File: src/rtl/cond_pkg.sv
// Shared types for the branch condition unit: condition codes, FSM states
// and the bit positions of N, Z, C, V inside the 4-bit flag word.
package cond_pkg;

    typedef enum logic [3:0] {
        EQ = 4'd0,
        NE = 4'd1,
        CS = 4'd2,
        CC = 4'd3,
        MI = 4'd4,
        PL = 4'd5,
        VS = 4'd6,
        VC = 4'd7,
        HI = 4'd8,
        LS = 4'd9,
        GE = 4'd10,
        LT = 4'd11,
        GT = 4'd12,
        LE = 4'd13,
        AL = 4'd14,
        NV = 4'd15
    } cond_e;

    typedef enum logic [1:0] {
        IDLE  = 2'd0,
        RESP  = 2'd1,
        FLUSH = 2'd2
    } state_e;

    localparam int unsigned FLAG_N = 3;
    localparam int unsigned FLAG_Z = 2;
    localparam int unsigned FLAG_C = 1;
    localparam int unsigned FLAG_V = 0;

endpackage

File: src/rtl/cond_eval.sv
// Combinational condition-code evaluator: decides whether a 4-bit condition
// passes against an {N,Z,C,V} flag word. Code 15 is reserved and never passes.
module cond_eval
    import cond_pkg::*;
(
    input  logic [3:0] i_flags,
    input  logic [3:0] i_cond,
    output logic       o_pass
);

    logic w_n, w_z, w_c, w_v;

    assign w_n = i_flags[FLAG_N];
    assign w_z = i_flags[FLAG_Z];
    assign w_c = i_flags[FLAG_C];
    assign w_v = i_flags[FLAG_V];

    // NOTE: a default assignment before the case keeps this block free of latches.
    always_comb begin
        o_pass = 1'b0;
        case (cond_e'(i_cond))
            EQ: o_pass = w_z;
            NE: o_pass = !w_z;
            CS: o_pass = w_c;
            CC: o_pass = !w_c;
            MI: o_pass = w_n;
            PL: o_pass = !w_n;
            VS: o_pass = w_v;
            VC: o_pass = !w_v;
            HI: o_pass = w_c && !w_z;
            LS: o_pass = !w_c || w_z;
            GE: o_pass = (w_n == w_v);
            LT: o_pass = (w_n != w_v);
            GT: o_pass = !w_z && (w_n == w_v);
            LE: o_pass = w_z || (w_n != w_v);
            AL: o_pass = 1'b1;
            NV: o_pass = 1'b0;
            default: o_pass = 1'b0;
        endcase
    end

endmodule

File: src/rtl/branch_cond_unit.sv
// NZCV flag register plus branch decision FSM (IDLE/RESP/FLUSH) with a timed flush.
// Optional COND_FLAG_BYPASS_EN: fused flag-write branches evaluate the incoming ALU flags.
module branch_cond_unit
    import cond_pkg::*;
#(
    parameter int FLUSH_CYCLES = 2,
    parameter int ADDR_W       = 32
)
(
    input  logic              clk,
    input  logic              rst_n,
    input  logic              in_valid,
    output logic              in_ready,
    input  logic              flag_we,
    input  logic              alu_n,
    input  logic              alu_z,
    input  logic              alu_c,
    input  logic              alu_v,
    input  logic              is_branch,
    input  logic [3:0]        cond,
    input  logic [ADDR_W-1:0] target,
    output logic [3:0]        flags_q,
    output logic              br_valid,
    input  logic              br_ready,
    output logic              br_taken,
    output logic [ADDR_W-1:0] br_target,
    output logic              flush
);

    localparam logic [3:0] FLUSH_INIT = 4'(FLUSH_CYCLES > 0 ? FLUSH_CYCLES - 1 : 0);

    state_e            r_state;
    logic [3:0]        r_flags;
    logic [3:0]        r_cnt;
    logic              r_br_taken;
    logic [ADDR_W-1:0] r_br_target;

    logic [3:0] w_alu_flags;
    logic [3:0] w_eval_flags;
    logic       w_pass;
    logic       w_accept;

    always_comb begin
        w_alu_flags         = 4'b0000;
        w_alu_flags[FLAG_N] = alu_n;
        w_alu_flags[FLAG_Z] = alu_z;
        w_alu_flags[FLAG_C] = alu_c;
        w_alu_flags[FLAG_V] = alu_v;
    end

`ifdef COND_FLAG_BYPASS_EN
    // Fused compare-and-branch sees the flags it is writing this cycle.
    assign w_eval_flags = flag_we ? w_alu_flags : r_flags;
`else
    assign w_eval_flags = r_flags;
`endif

    cond_eval u_cond_eval (
        .i_flags (w_eval_flags),
        .i_cond  (cond),
        .o_pass  (w_pass)
    );

    assign in_ready  = (r_state == IDLE);
    assign w_accept  = in_valid && in_ready;
    assign br_valid  = (r_state == RESP);
    assign flush     = (r_state == FLUSH);
    assign flags_q   = r_flags;
    assign br_taken  = r_br_taken;
    assign br_target = r_br_target;

    // NOTE: all state uses non-blocking assignments and an asynchronous
    // active-low reset, so a mid-flush reset drops straight back to IDLE.
    always_ff @(posedge clk or negedge rst_n) begin
        if (!rst_n) begin
            r_state     <= IDLE;
            r_flags     <= 4'b0000;
            r_cnt       <= 4'd0;
            r_br_taken  <= 1'b0;
            r_br_target <= '0;
        end else begin
            case (r_state)
                IDLE: begin
                    if (w_accept) begin
                        if (flag_we) begin
                            r_flags <= w_alu_flags;
                        end
                        if (is_branch) begin
                            r_br_taken  <= w_pass;
                            r_br_target <= target;
                            r_state     <= RESP;
                        end
                    end
                end
                RESP: begin
                    if (br_ready) begin
                        if (r_br_taken && (FLUSH_CYCLES > 0)) begin
                            r_state <= FLUSH;
                            r_cnt   <= FLUSH_INIT;
                        end else begin
                            r_state <= IDLE;
                        end
                    end
                end
                FLUSH: begin
                    if (r_cnt == 4'd0) begin
                        r_state <= IDLE;
                    end else begin
                        r_cnt <= r_cnt - 4'd1;
                    end
                end
                default: r_state <= IDLE;
            endcase
        end
    end

endmodule

File: config.mk
export PLATFORM = sky130hd
export DESIGN_NAME = branch_cond_unit
export DESIGN_NICKNAME = d
export VERILOG_FILES = /design/src/rtl/cond_pkg.sv /design/src/rtl/cond_eval.sv /design/src/rtl/branch_cond_unit.sv
export SDC_FILE = /design/constraint.sdc
export NUM_CORES = 1
export LEC_CHECK = 0
export CAP_MARGIN = 20
export CORE_MARGIN = 4
export CORE_UTILIZATION = 56
export CTS_BUF_LIST = sky130_fd_sc_hd__clkbuf_16
export CTS_CLUSTER_SIZE = 12
export DETAILED_ROUTE_END_ITERATION = 7
export DONT_BUFFER_PORTS = 1
export PLACE_DENSITY = 0.74
export SYNTH_ARGS = -nofsm -noshare
export SYNTH_HDL_FRONTEND = slang
export SYNTH_SLANG_ARGS = --single-unit
File: constraint.sdc
create_clock -name clk -period 1.4 [get_ports clk]
set_input_delay 0.21 -clock clk [delete_from_list [all_inputs] [get_ports clk]]
set_output_delay 0.21 -clock clk [all_outputs]
set_load 0.005 [all_outputs]
==> After elaboration in Yosys (flattened, before gate mapping) <==
Cells that the tools add are included.
{ "classes": {"eq_ne": 25, "n_reduce_logical": 17, "muxes": 11, "addsub": 1} }
{ "ops": {"columns": ["operator", "n"], "rows": [
  ["== test 4 bit, second input constant", 8],
  ["== test 4 x 3 -> 1 bit, second input constant", 4],
  ["case mux 1 bit (16 select lines)", 1],
  ["2-to-1 mux 4 bit", 3],
  ["2-to-1 mux 2 bit", 5],
  ["inequality test 2 x 1 -> 1 bit, second input constant", 5],
  ["== test 4 x 2 -> 1 bit, second input constant", 2],
  ["zero test 4 bit", 2],
  ["case mux 4 bit (2 select lines)", 1],
  ["AND reduction 4 bit", 2],
  ["case mux 2 bit (3 select lines)", 1],
  ["AND reduction 3 bit", 2],
  ["== test 4 x 1 -> 1 bit, second input constant", 1],
  ["zero test 1 bit", 4],
  ["subtractor 4 x 1 -> 4 bit, second input constant", 1],
  ["logical AND 1 bit", 3],
  ["== test 2 x 1 -> 1 bit, second input constant", 1],
  ["== test 2 bit, second input constant", 1],
  ["zero test 2 bit", 1],
  ["logical OR 1 bit", 2],
  ["inequality test 2 bit, second input constant", 1],
  ["nonzero test 2 bit", 1],
  ["== test 1 bit", 1],
  ["inequality test 1 bit", 1]
]} }
{ "word_totals": {"in_bits": 46, "regBits": 43, "wordCells": 59} }

==> Logic depth before layout (Yosys ltp) <==
{ "logic_depth": {"word_depth": 4, "mapped_depth": 5, "ltp_nobuf": 5} }

==> Hierarchy <==
Synthesis repeated with hierarchy kept, for this count alone.
{ "unflattened": {"cells_unflattened": 135, "area_unflattened_um2": 2018.2} }
{ "by_module_without_submodules": {"columns": ["mod", "area_each_um2", "seq_area_each_um2", "cells_each", "n_inst"], "rows": [
  ["branch_cond_unit", 1863.0, 1076.0, 112, 1],
  ["cond_eval", 155.1, 0.0, 23, 1]
]} }

==> Worst setup path after synthesis <==
No wires, ideal clock.
{ "synth_timing": {"path_kind": "reg-to-reg", "from": "register r_state[1]", "to": "register r_br_target[0], in the netlist br_target[0]", "setup_ns": 0.125, "required_time_ns": 1.275, "setup_slack_ns": 0.010, "period_less_slack_ns": 1.390, "path_stages_with_launch": 5, "arrival_ns": 1.264, "cell_sequence": "dfrtp_1 -> and4bb_1 -> buf_6 -> buf_6 -> mux2_4"} }
{ "synth_via": {"elab_chain_len": 3} }
{ "synth_lines": {"columns": ["item", "line_no", "source"], "rows": [
  ["from (decl)", "branch_cond_unit.sv:32", "state_e r_state;"],
  ["from (signal assigned)", "branch_cond_unit.sv:76", "r_state <= IDLE;"],
  ["from (signal assigned)", "branch_cond_unit.sv:91", "r_state <= RESP;"],
  ["from (signal assigned)", "branch_cond_unit.sv:98", "r_state <= FLUSH;"],
  ["zero test 2 bit (*)", "branch_cond_unit.sv:64, branch_cond_unit.sv:82", null],
  ["logical AND 1 bit", "branch_cond_unit.sv:65", "assign w_accept = in_valid && in_ready;"],
  ["AND reduction 3 bit (no source line) (*)", null, null],
  ["to (signal assigned)", "branch_cond_unit.sv:90", "r_br_target <= target;"],
  ["to (decl)", "branch_cond_unit.sv:36", "logic [ADDR_W-1:0] r_br_target;"]
]} }
Mark *: on every way between the ends. The rest lies on a longest branch, timed or not.
A chain may end at the register's enable or synchronous reset.

==> Final worst setup path <==
{ "layout_timing": {"from": "register r_state[1]", "to": "register r_br_target[23], in the netlist br_target[23]"} }
The elaborated chain is that of the path after synthesis.

==> impl_metrics.env <==
export IMPL_outcome="finished with violations"
export IMPL_violations="negative setup slack"
export IMPL_synth_avg_cell_area_um2=15.09
export IMPL_route_vias_total=1126
export IMPL_synth_area_top_cells="dfrtp_1 (55%), mux2_4 (23%), mux2_1 (3.5%)"
export IMPL_start_util_pct=58.34
export IMPL_worst_setup_path_type="flop to flop"
export IMPL_post_route_min_period_ps=1442
export IMPL_power_switching_mw=1.704
export IMPL_worst_slew_pin_slew_ps=290.9
export IMPL_cts_buffers=5
export IMPL_drv_slew=0
export IMPL_cts_root_buf="clkbuf_16"
export IMPL_critical_path_buf_inv_count=1
export IMPL_holdPathStages=1
export IMPL_endpoint_kind="flop"
export IMPL_crit_chain="and4bb_4 -> buf_12 -> mux2_1"
export IMPL_clock_power_share_pct=19.8
export IMPL_netlist_area_leader_share_pct=55.27
export IMPL_synthToLayoutAreaGrowth_pct=20.63
export IMPL_ys_warn_count=0
export IMPL_pin_count=86
export IMPL_clk_pin_slew_ps=60
export IMPL_ir_drop_uv=1287
export IMPL_die_height_um=66.96
export IMPL_antenna_found_initial=0
export IMPL_setup_violations_final=26
export IMPL_core_um2=3337
export IMPL_grt_pass1_wl_mm=5.858
export IMPL_grt_overflow_total=0
export IMPL_ant_nets=0
export IMPL_clock_skew_ps=4.430
export IMPL_synth_top_cell_by_area="dfrtp_1"
export IMPL_wl_per_cell_um=22.08
export IMPL_port_buffer_count=0
export IMPL_fillers=226
export IMPL_slowest_delay_ps=430
export IMPL_antenna_cells=0
export IMPL_firstDrtPassIters=4
export IMPL_r2r_cells=3
export IMPL_p_leak_nw=1.078
export IMPL_drc=0
export IMPL_dp_hpwl_mm=2.825
export IMPL_drt_iter0_drc=116
export IMPL_synth_fp_nets=176
export IMPL_final_core_util_pct=70.38
export IMPL_synthesis_area_um2=1947
export IMPL_cp_top_family="simple AND/OR/NAND/NOR gates"
export IMPL_cts_htree_levels=2
export IMPL_synthesis_instances=129
export IMPL_rows=21
export IMPL_grt_max_degree=44
export IMPL_dieArea_um2=4484
export IMPL_seqPwrFrac_pct=44.9
export IMPL_crit_slowest_cell="and4bb_4"
export IMPL_ys_seq_area_share_pct=55.27
export IMPL_ys_seq_elements=43
export IMPL_worstHoldPathType="primary input to flop"
export IMPL_cts_tree="built"
export IMPL_fmax_ghz=0.6934
export IMPL_cts_sinks=43
export IMPL_ys_types=33
export IMPL_p_sw_share_pct=31.07
export IMPL_p_per_area_nw_per_um2=2336
export IMPL_comb_power_share_pct=35.3
export IMPL_max_cap_violations=0
export IMPL_vias_per_cell=5.774
export IMPL_seq_area_um2=1076
export IMPL_fp_dieW_um=66.96
export IMPL_start_kind="flop"
export IMPL_finalWorstSetupSlack_ps=-42.07
export IMPL_rsz0062_at_grt="yes"
export IMPL_hold_slack_ps=63.95
export IMPL_power_internal_mw=3.781
export IMPL_drive_above_1_share_pct=47.65
export IMPL_cp_depth=3
export IMPL_cp_data_arrival_time_ps=1600
export IMPL_worstPathRequired_ps=1550
export IMPL_relSlewSlack_pct=80.33
export IMPL_gp_congestion=0.7514
export IMPL_fin_crit_sh_pct=103.0
export IMPL_insertion_delay_ps=270
export IMPL_hold_viol=0
export IMPL_multiInputGateArea_um2=848.3
export IMPL_nets=195
export IMPL_path_max_fanout=12
export IMPL_cts_buffer_depth=2
export IMPL_grt_pass1_vias=1152
export IMPL_routed_wl_mm=4.306
export IMPL_track_usage_pct=17.92
-- logic make-up after synthesis --
| group | after synthesis | synth area share [%] |
|---|---|---|
| AND/OR/NAND/NOR | 24 | 7.841 |
| adder cells (fa/ha/maj) | 1 | 0.6426 |
| buffers and inverters | 10 | 3.534 |
| AO/OA/AOI/OAI | 10 | 3.728 |
| XOR/XNOR | 3 | 1.350 |
| multiplexers | 38 | 27.63 |
| flip-flops | 43 | 55.27 |
-- registers in the layout, summed over array words and instances, names as in the netlist --
signal,flops
br_target,32
flags_q,4
r_state,2
br_taken,1
r_cnt,4
-- timing repair --
item	4_1_cts	5_1_grt
pin swaps	0	3
cloned	0	2
endpoints found under the hold margin	43	0
setup buffers	0	3
hold buffers	2	0
setup endpoints to repair	28	30
resized for setup	6	10
-- power by group through the flow --
| stage | sequential [mW] | combinational, mW | clock, mW |
|---|---|---|---|
| after global placement | 2.42 | 1.58 | 0 |
| final | 2.46 | 1.93 | 1.09 |
| after detailed placement | 2.46 | 1.67 | 0 |
| after floorplan | 2.28 | 1.34 | 0 |
| after CTS | 2.45 | 1.78 | 1.12 |
| after global routing | 2.55 | 2.08 | 1.19 |
-- layout make-up --
cell class	count	area share [%]
multi-input combinational	76	36.12
timing repair buffer	17	8.791
sequential	43	45.82
tap	46	2.451
inverter	5	0.7991
clock buffer	5	5.328
clock inverter	3	0.6926
-- through the flow --
| stage | TNS [ps] | worst slack [ps] | area (um^2) | power [mW] | cells |
|---|---|---|---|---|---|
| global route | -1685 | -90.78 | 2349 | 5.822 | 195 |
| floorplan | 0 | 10.50 | 1947 | 3.621 | 129 |
| finish | -542.6 | -42.07 | 2349 | 5.485 | 195 |
| CTS | -562.7 | -49.66 | 2248 | 5.351 | 190 |
| global placement | -38.64 | -13.06 | 2054 | 4.000 | 180 |
| detailed placement | -261.2 | -36.97 | 2054 | 4.131 | 180 |
-- per-layer routing --
layer / up-vias / wire length (um) / global-route usage [%]
met3: 8 / 565 / 9.444
met4: 0 / 65 / 5.570
met1: 564 / 1599 / 21.70
met5: - / 0 / 0
met2: 67 / 2076 / 27.48
li1: 487 / - / -
-- cell usage after synthesis, drive strengths merged --
cell type,count
xnor2,3
nor2,6
or2,1
a311o,1
mux2,36
and2,1
nand3,1
o21ai,1
nor4b,1
nand4,1
nand2b,2
a21oi,3
nor3b,1
a211oi,1
nor2b,3
ha,1
mux2i,2
and3,2
or3,1
a21o,1
inv,5
buf,5
a31oi,1
dfrtp,43
a22o,1
nand2,2
and4bb,1
nor3,1
a21boi,1
-- worst paths after layout --
path / from / to / slack, ps
hold reg to reg: br_target[24]$_DFFE_PN0P_ / br_target[24]$_DFFE_PN0P_ / 540
min in group asynchronous: rst_n / br_target[22]$_DFFE_PN0P_ / 410
setup reg to reg: r_state[1]$_DFFE_PN0P_ / br_target[23]$_DFFE_PN0P_ / -40
setup / recovery: r_state[1]$_DFFE_PN0P_ / br_target[23]$_DFFE_PN0P_ / -40
hold / removal: alu_c / flags_q[1]$_DFFE_PN0P_ / 60
max in group asynchronous: rst_n / r_state[0]$_DFFE_PN0P_ / 780
-- cells in the final DEF (no fill, tap or decap), types with 2 or more instances in the layout --
| cell type | synthesis | layout |
|---|---|---|
| mux2_4 | 30 | 31 |
| nand2_1 | 2 | 2 |
| and3_4 | 1 | 2 |
| buf_12 | 0 | 3 |
| nor2b_1 | 2 | 2 |
| nor2_2 | 0 | 2 |
| xnor2_1 | 3 | 3 |
| nand2b_4 | 0 | 2 |
| clkbuf_16 | 0 | 7 |
| buf_4 | 0 | 10 |
| nor2_1 | 6 | 4 |
| a21oi_1 | 3 | 2 |
| inv_1 | 5 | 3 |
| inv_2 | 0 | 3 |
| mux2_1 | 6 | 5 |
| mux2i_1 | 2 | 2 |
| dfrtp_1 | 43 | 43 |
Power figures use the tool's default switching activity.
